===== src/rtl/prng_lcg_gen.sv =====
// Linear congruential pseudo-random generator with a one-entry valid/ready output slot.
// The generator runs freely in RUN, or produces single values on step while IDLE.
module prng_lcg_gen #(
    parameter int unsigned WIDTH      = 12,
    parameter logic [31:0] MULT       = 32'd3,
    parameter logic [31:0] INC        = 32'd4,
    parameter logic [31:0] RESET_SEED = 32'd1,
    parameter int unsigned CNT_W      = 16
) (
    input  logic             clk,
    input  logic             rst,
    input  logic             start,
    input  logic             stop,
    input  logic             step,
    input  logic             load,
    input  logic [WIDTH-1:0] seed,
    output logic [WIDTH-1:0] data_out,
    output logic             data_valid,
    input  logic             data_ready,
    output logic             busy,
    output logic [CNT_W-1:0] count
);

    typedef enum logic {IDLE, RUN} state_t;

    localparam logic [WIDTH-1:0] MULT_W = MULT[WIDTH-1:0];
    localparam logic [WIDTH-1:0] INC_W  = INC[WIDTH-1:0];
    localparam logic [WIDTH-1:0] SEED_W = RESET_SEED[WIDTH-1:0];

    state_t           state_q, state_d;
    logic [WIDTH-1:0] data_q, data_d;
    logic             valid_q, valid_d;
    logic [CNT_W-1:0] count_q, count_d;
    logic             hs;
    logic             slot_free;

    // Full-precision product, truncated to the generator width.
    function automatic logic [WIDTH-1:0] next_val(input logic [WIDTH-1:0] x);
        logic [2*WIDTH-1:0] prod;
        prod = {{WIDTH{1'b0}}, MULT_W} * {{WIDTH{1'b0}}, x} + {{WIDTH{1'b0}}, INC_W};
        return prod[WIDTH-1:0];
    endfunction

    assign hs        = valid_q & data_ready;
    assign slot_free = ~valid_q | data_ready;

    always_comb begin
        state_d = state_q;
        data_d  = data_q;
        valid_d = valid_q;
        count_d = count_q + {{(CNT_W-1){1'b0}}, hs};
        if (load) begin
            state_d = IDLE;
            data_d  = seed;
            valid_d = 1'b0;
            count_d = '0;
        end else if (stop) begin
            state_d = IDLE;
            valid_d = 1'b0;
        end else if (state_q == RUN) begin
            if (slot_free) begin
                data_d  = next_val(data_q);
                valid_d = 1'b1;
            end
        end else if (start) begin
            state_d = RUN;
            if (hs) valid_d = 1'b0;
        end else if (step && slot_free) begin
            data_d  = next_val(data_q);
            valid_d = 1'b1;
        end else if (hs) begin
            valid_d = 1'b0;
        end
    end

    always_ff @(posedge clk or negedge rst) begin
        if (!rst) begin
            state_q <= IDLE;
            data_q  <= SEED_W;
            valid_q <= 1'b0;
            count_q <= '0;
        end else begin
            state_q <= state_d;
            data_q  <= data_d;
            valid_q <= valid_d;
            count_q <= count_d;
        end
    end

    assign data_out   = data_q;
    assign data_valid = valid_q;
    assign busy       = (state_q == RUN);
    assign count      = count_q;

endmodule


===== config.mk =====
export PLATFORM = sky130hd
export DESIGN_NAME = prng_lcg_gen
export DESIGN_NICKNAME = d
export VERILOG_FILES = /design/src/rtl/prng_lcg_gen.sv
export SDC_FILE = /design/constraint.sdc
export NUM_CORES = 1
export LEC_CHECK = 0
export BUFFER_PORTS_ARGS = -buffer_cell sky130_fd_sc_hd__buf_2
export CAP_MARGIN = 20
export CORE_MARGIN = 1.5
export CORE_UTILIZATION = 35
export CTS_BUF_LIST = sky130_fd_sc_hd__clkbuf_8 sky130_fd_sc_hd__clkbuf_16
export DETAILED_ROUTE_END_ITERATION = 6
export SYNTH_ARGS = -nofsm -noshare
export SYNTH_HDL_FRONTEND = slang
export SYNTH_SLANG_ARGS = --single-unit

===== constraint.sdc =====
create_clock -name clk -period 7.95 [get_ports clk]
set_clock_uncertainty 0.15 [all_clocks]
set_input_delay 1.59 -clock clk [delete_from_list [all_inputs] [get_ports clk]]
set_output_delay 1.59 -clock clk [all_outputs]
set_load 0.005 [all_outputs]

# Word level (Yosys, flattened, before mapping)
# Index checks and enable logic that the tools add are counted.
# W data, S select, Z words.
# op_classes
addsub,2
muxes,18
n_reduce_logical,3
mul,1
n_bitwise,3
n_eq_ne,4
# ops
op,n
$mux W12,6
$add A16 B1 Y16,1
$mux W16,1
$add A12 B3 Y12 const B,1
$mul A2 B12 Y12 const A,1
$mux W1,11
$ne A4 B3 Y1 const B,1
$reduce_and A4 Y1,1
$ne A3 B1 Y1 const B,1
$ne A3 B2 Y1 const B,1
$reduce_bool A3 Y1,1
$ne A2 B1 Y1 const B,1
$and A1 B1 Y1,1
$logic_and A1 B1 Y1,1
$not A1 Y1,1
$or A1 B1 Y1,1
# word_totals
word_cells,35
output_inout_bits,30
input_bits,19
reg_bits,30

# Longest topological paths before layout
# logic_depth
depth_word,8
depth_mapped,11
mapped_depth_nobuf,11

# Worst setup path after synthesis
# OpenSTA, ideal clock, no wires.
# synth_timing
path_kind,input-to-reg
startpoint,input port data_ready
endpoint,register count_q[14] (netlist: count[14])
n_path_buf,0
slack_ns,4.748
path_stages,9
t_required_ns,7.668
setup_time_ns,0.132
arrival_ns,2.920
cell_sequence,and2_1 ha_1 ha_1 nand2_1 or3_4 nor2_1 nand4_1 xor2_1 nor2_1
# synth_between
elab_chain_cells,3
# synth_rtl
element,line_no,text
from (decl),19,"input logic data_ready,"
$and A1 B1 Y1,44,assign hs = valid_q & data_ready;
$add A16 B1 Y16,51,"count_d = count_q + {{(CNT_W-1){1'b0}}, hs};"
$mux W16,52,if (load) begin
named net count_d[14],33,"logic [CNT_W-1:0] count_q, count_d;"
to (signal assigned),86,count_q <= count_d;
to (decl),33,
# The timed path passes the listed nets, and every way through them passes these cells.
# A chain may end at the register's enable or synchronous reset.

# Final worst setup path
# Ends and elaborated chain as after synthesis.

==> results.md <==
Status:
- The run finished with clean final reports.

Placement:
- The congestion estimate from routability-driven global placement came to 0.799.
- Input and output buffers added on the ports amount to 48.
- The cell area reported after detailed placement is 2180 µm².
- Including well taps, the total number of placed cells is 308.
- The half-perimeter wire length after placement is 2.88 mm.

Detailed routing:
- The via-per-instance ratio is between 4 and 5.
- Dividing the detail-routed wire length by the instance count gives about 13 µm.
- The final route contains ~1600 vias.
- The DRC violations left is 0.
- For this run, the detailed router's first-pass iteration total came to 4.
- The number of antenna-violating nets in the routed design is 0.
- The routed design has 3.96 mm of wire.
- The detailed router finished its first iteration with 74 violations.

Clocking:
- The number of buffers on the longest clock path is 2.
- The maximum level of the CTS H-tree is 2.
- Post-CTS repair changed the size of 0 cells.
- Counting the buffers created by CTS gives 5.
- The buffer count from post-CTS setup fixing is 0.
- Clock-pin slew was measured on the worst setup and hold paths at 0.06 ns.
- The number of clock sinks is 30.
- TritonCTS built the clock tree.
- The number of hold buffers added after CTS is 0.
- Clock latency on the worst-skew pair, taken at its later pin, is 0.28 ns.
- The clock root buffer master is sky130_fd_sc_hd__clkbuf_8.

STA:
- The tightest slew margin relative to the limit is 0.526.
- Setup violations remaining at the end of the flow were counted as 0.
- The clock period could shrink to 3.14 ns.
- The final max-slew violation count came to 0.
- The ratio of final minimum period to clock period is 0.395.
- The count of final hold-check violations came to 0.
- Setup repair after global routing left no endpoint under its margin.
- The maximum clock frequency is 319 MHz.
- At the pin with the least slew margin, the transition time is about 0.7 ns.
- The setup TNS is 0 ns.

Global route:
- The wire length of the first global-routing pass is 6.86 mm.
- Entering global routing, the biggest net connects 43 pins.
- In the global route stage, overall resource usage came out at 0.147.
- The initial antenna violation count came to 0.
- The total grt overflow is 0.
- The number of global-route vias before repair is 1494.

Logic synthesis:
- The most used flip-flop cell after synthesis is sky130_fd_sc_hd__dfrtp_1.
- Yosys attributes the largest share of cell area to sky130_fd_sc_hd__dfrtp_1 (38%), sky130_fd_sc_hd__ha_1 (14%), sky130_fd_sc_hd__xor2_1 (5.5%), sky130_fd_sc_hd__nand2_1 (4.5%), sky130_fd_sc_hd__a21oi_1 (3.4%).
- Of all cell types, the one taking the most synthesized area is sky130_fd_sc_hd__dfrtp_1.
- The fraction of registers with async set/reset is 1.00.
- The instance count of the mapped netlist is 197.
- The total nets after synthesis is 238.
- During synthesis, Yosys emitted a total of 0 warnings.
- Of the post-synthesis cell area, the dominant cell type holds 0.381.
- Synthesis instantiated 40 different standard cells from the library.
- The post-synthesis average cell area is 9.67 µm².
- For this run, the register share of the synthesized area comes to 0.395.
- In this run, synthesis inferred 0 flip-flops with an integrated enable.
- The synthesized netlist occupies a cell area of 1910 µm².
- The post-synthesis register bit count is 30.

Finish:
- The repair_antennas step left the layout with diodes totalling 0.
- Once layout is done, the placed cells without fillers occupy 2290 µm².
- The final layout contains 286 nets.
- Summing all multi-input logic gate instances after layout gives about 1100 µm².
- At the end of the flow the core is filled with cells to 0.444.
- The filler cells instantiated in the layout total 535.
- The area growth from synthesis to layout is 20.4%.
- The fraction of layout instances using a drive strength above 1 is 0.241.
- Across the whole layout, storage elements account for 752 µm².
- The count of non-filler cells in the finished layout is 315.

Critical path:
- The slowest cell on the critical path is sky130_fd_sc_hd__or3_4.
- The element type at the critical path end is a flop.
- The arrival time of the worst setup path is 3.12 ns.
- The worst stage delay on the critical path is 0.40 ns.
- At the worst endpoint, the required time is 7.94 ns.
- By startpoint and endpoint, the worst setup path is classified as in2reg.
- Along the worst path, the maximum fanout reaches 4.
- The signal on the critical path passes through buf_2 > and2_1 > ha_1 > ha_1 > nand2_1 > or3_4 > nor2_1 > nand4_1 > xor2_1 > nor2_1.
- The register-to-register setup slack is 5.08 ns.
- The startpoint class of the critical path is a primary input.

Min path:
- The class of the worst hold path is reg2reg.

Floorplan:
- The width of the die is 76.8 µm.
- The die covers 5900 µm².
- The floorplan step set the die height to 76.8 µm.
- The number of rows created at floorplan is 26.
- The initial utilization of the core area, before any placement, comes to 0.368.
- After floorplanning, the core was sized to cover 5170 µm².
- During I/O placement, the number of pins put on the boundary was 49.

Job:
- The number of maximum-capacitance constraint violations is 0.

Power:
- The worst-case IR drop observed on VDD is 0.0000825 V.
- For this design the static power due to leakage is 1.15 nW.
- Power spread over the standard cell area amounts to 208 nW/µm².
- After layout, the design draws a total of 0.000477 W.
==> layout by cell type (no fill, tap or decap), drive strengths merged, types with 2 or more instances in the layout <==
cell type / synthesis / final
ha: 21 / 21
or2: 2 / 2
a21o: 4 / 4
mux2i: 4 / 4
clkbuf: 5 / 6
and2: 2 / 2
nand3: 5 / 5
buf: 2 / 48
nor3: 4 / 4
nor2: 13 / 13
xnor2: 4 / 4
nand4: 3 / 3
nand2: 23 / 23
xor2: 12 / 12
dfrtp: 29 / 29
nor2b: 5 / 5
inv: 6 / 6
o21bai: 2 / 2
or3: 8 / 8
a21oi: 13 / 13
o21ai: 13 / 13
o221ai: 4 / 4
==> cells by family (layout without fill, tap and decap cells) <==
group / after synthesis / after routing / share of synthesized area
muxes: 5 / 5 / 0.0269
adders and majority gates: 22 / 22 / 0.148
AOI/OAI and AO/OA: 41 / 41 / 0.133
xor gates and xnor gates: 16 / 16 / 0.0735
buffers and inverters: 13 / 61 / 0.0387
and+or+nand+nor: 70 / 70 / 0.185
DFF: 30 / 30 / 0.395
==> routing by layer <==
layer	GRT usage	routed length, µm	vias to the layer above	part of all wire
li1	-	-	790	-
met1	0.186	1890	737	0.48
met2	0.232	1790	36	0.45
met3	0.0500	224	6	0.057
met4	0.0500	49	0	0.012
met5	0	0	-	0
==> final cells by class <==
cell class                 instances  area share
clock inverter                     1      0.0131
multi-input combinational        154       0.471
timing repair buffer              48       0.105
inverter                           6     0.00981
tap                               70      0.0382
clock buffer                       6      0.0360
sequential                        30       0.328
==> worst max-delay path: cells and delay by family <==
family,cells,cell delay [ns]
AND/OR/NAND/NOR,6,0.95
adder cells (fa/ha/maj),2,0.36
XOR/XNOR,1,0.14
buffers and inverters,1,0.08
==> cell usage after synthesis, drive strengths merged (3+ instances only) <==
cell type	count
dfrtp	29
nand2	23
ha	21
a21oi	13
nor2	13
o21ai	13
xor2	12
or3	8
inv	6
clkbuf	5
nand3	5
nor2b	5
a21o	4
mux2i	4
nor3	4
o221ai	4
xnor2	4
nand4	3
==> per-stage QoR <==
stage | setup WS [ns] | hold WS, ns
floorplan | 4.75 | 0.350
global placement | 4.55 | 0.347
detailed placement | 4.51 | 0.363
CTS | 4.81 | 0.372
global route | 4.64 | 0.409
finish | 4.81 | 0.366
==> path summary, 6_finish.rpt <==
kind | cells past startpoint | endpoint | start
max | 10 | count[14] | data_ready
min | 1 | data_out[11] | data_out[11]
max reg2reg | 11 | data_out[10] | data_out[2]
min reg2reg | 1 | data_out[11] | data_out[11]
max in group asynchronous | 1 | data_out[5] | rst
min in group asynchronous | 1 | count[9] | rst
==> where the power goes <==
part,internal (W),switching [W]
registers,0.000163,0.0000101
logic,0.0000685,0.0000790
clock network,0.000100,0.0000565
==> registers in the layout, indices dropped and copies added (netlist names) <==
register / count
busy: 1
count: 16
data_out: 12
data_valid: 1
Note: power is estimated with default switching activity, not from simulation.
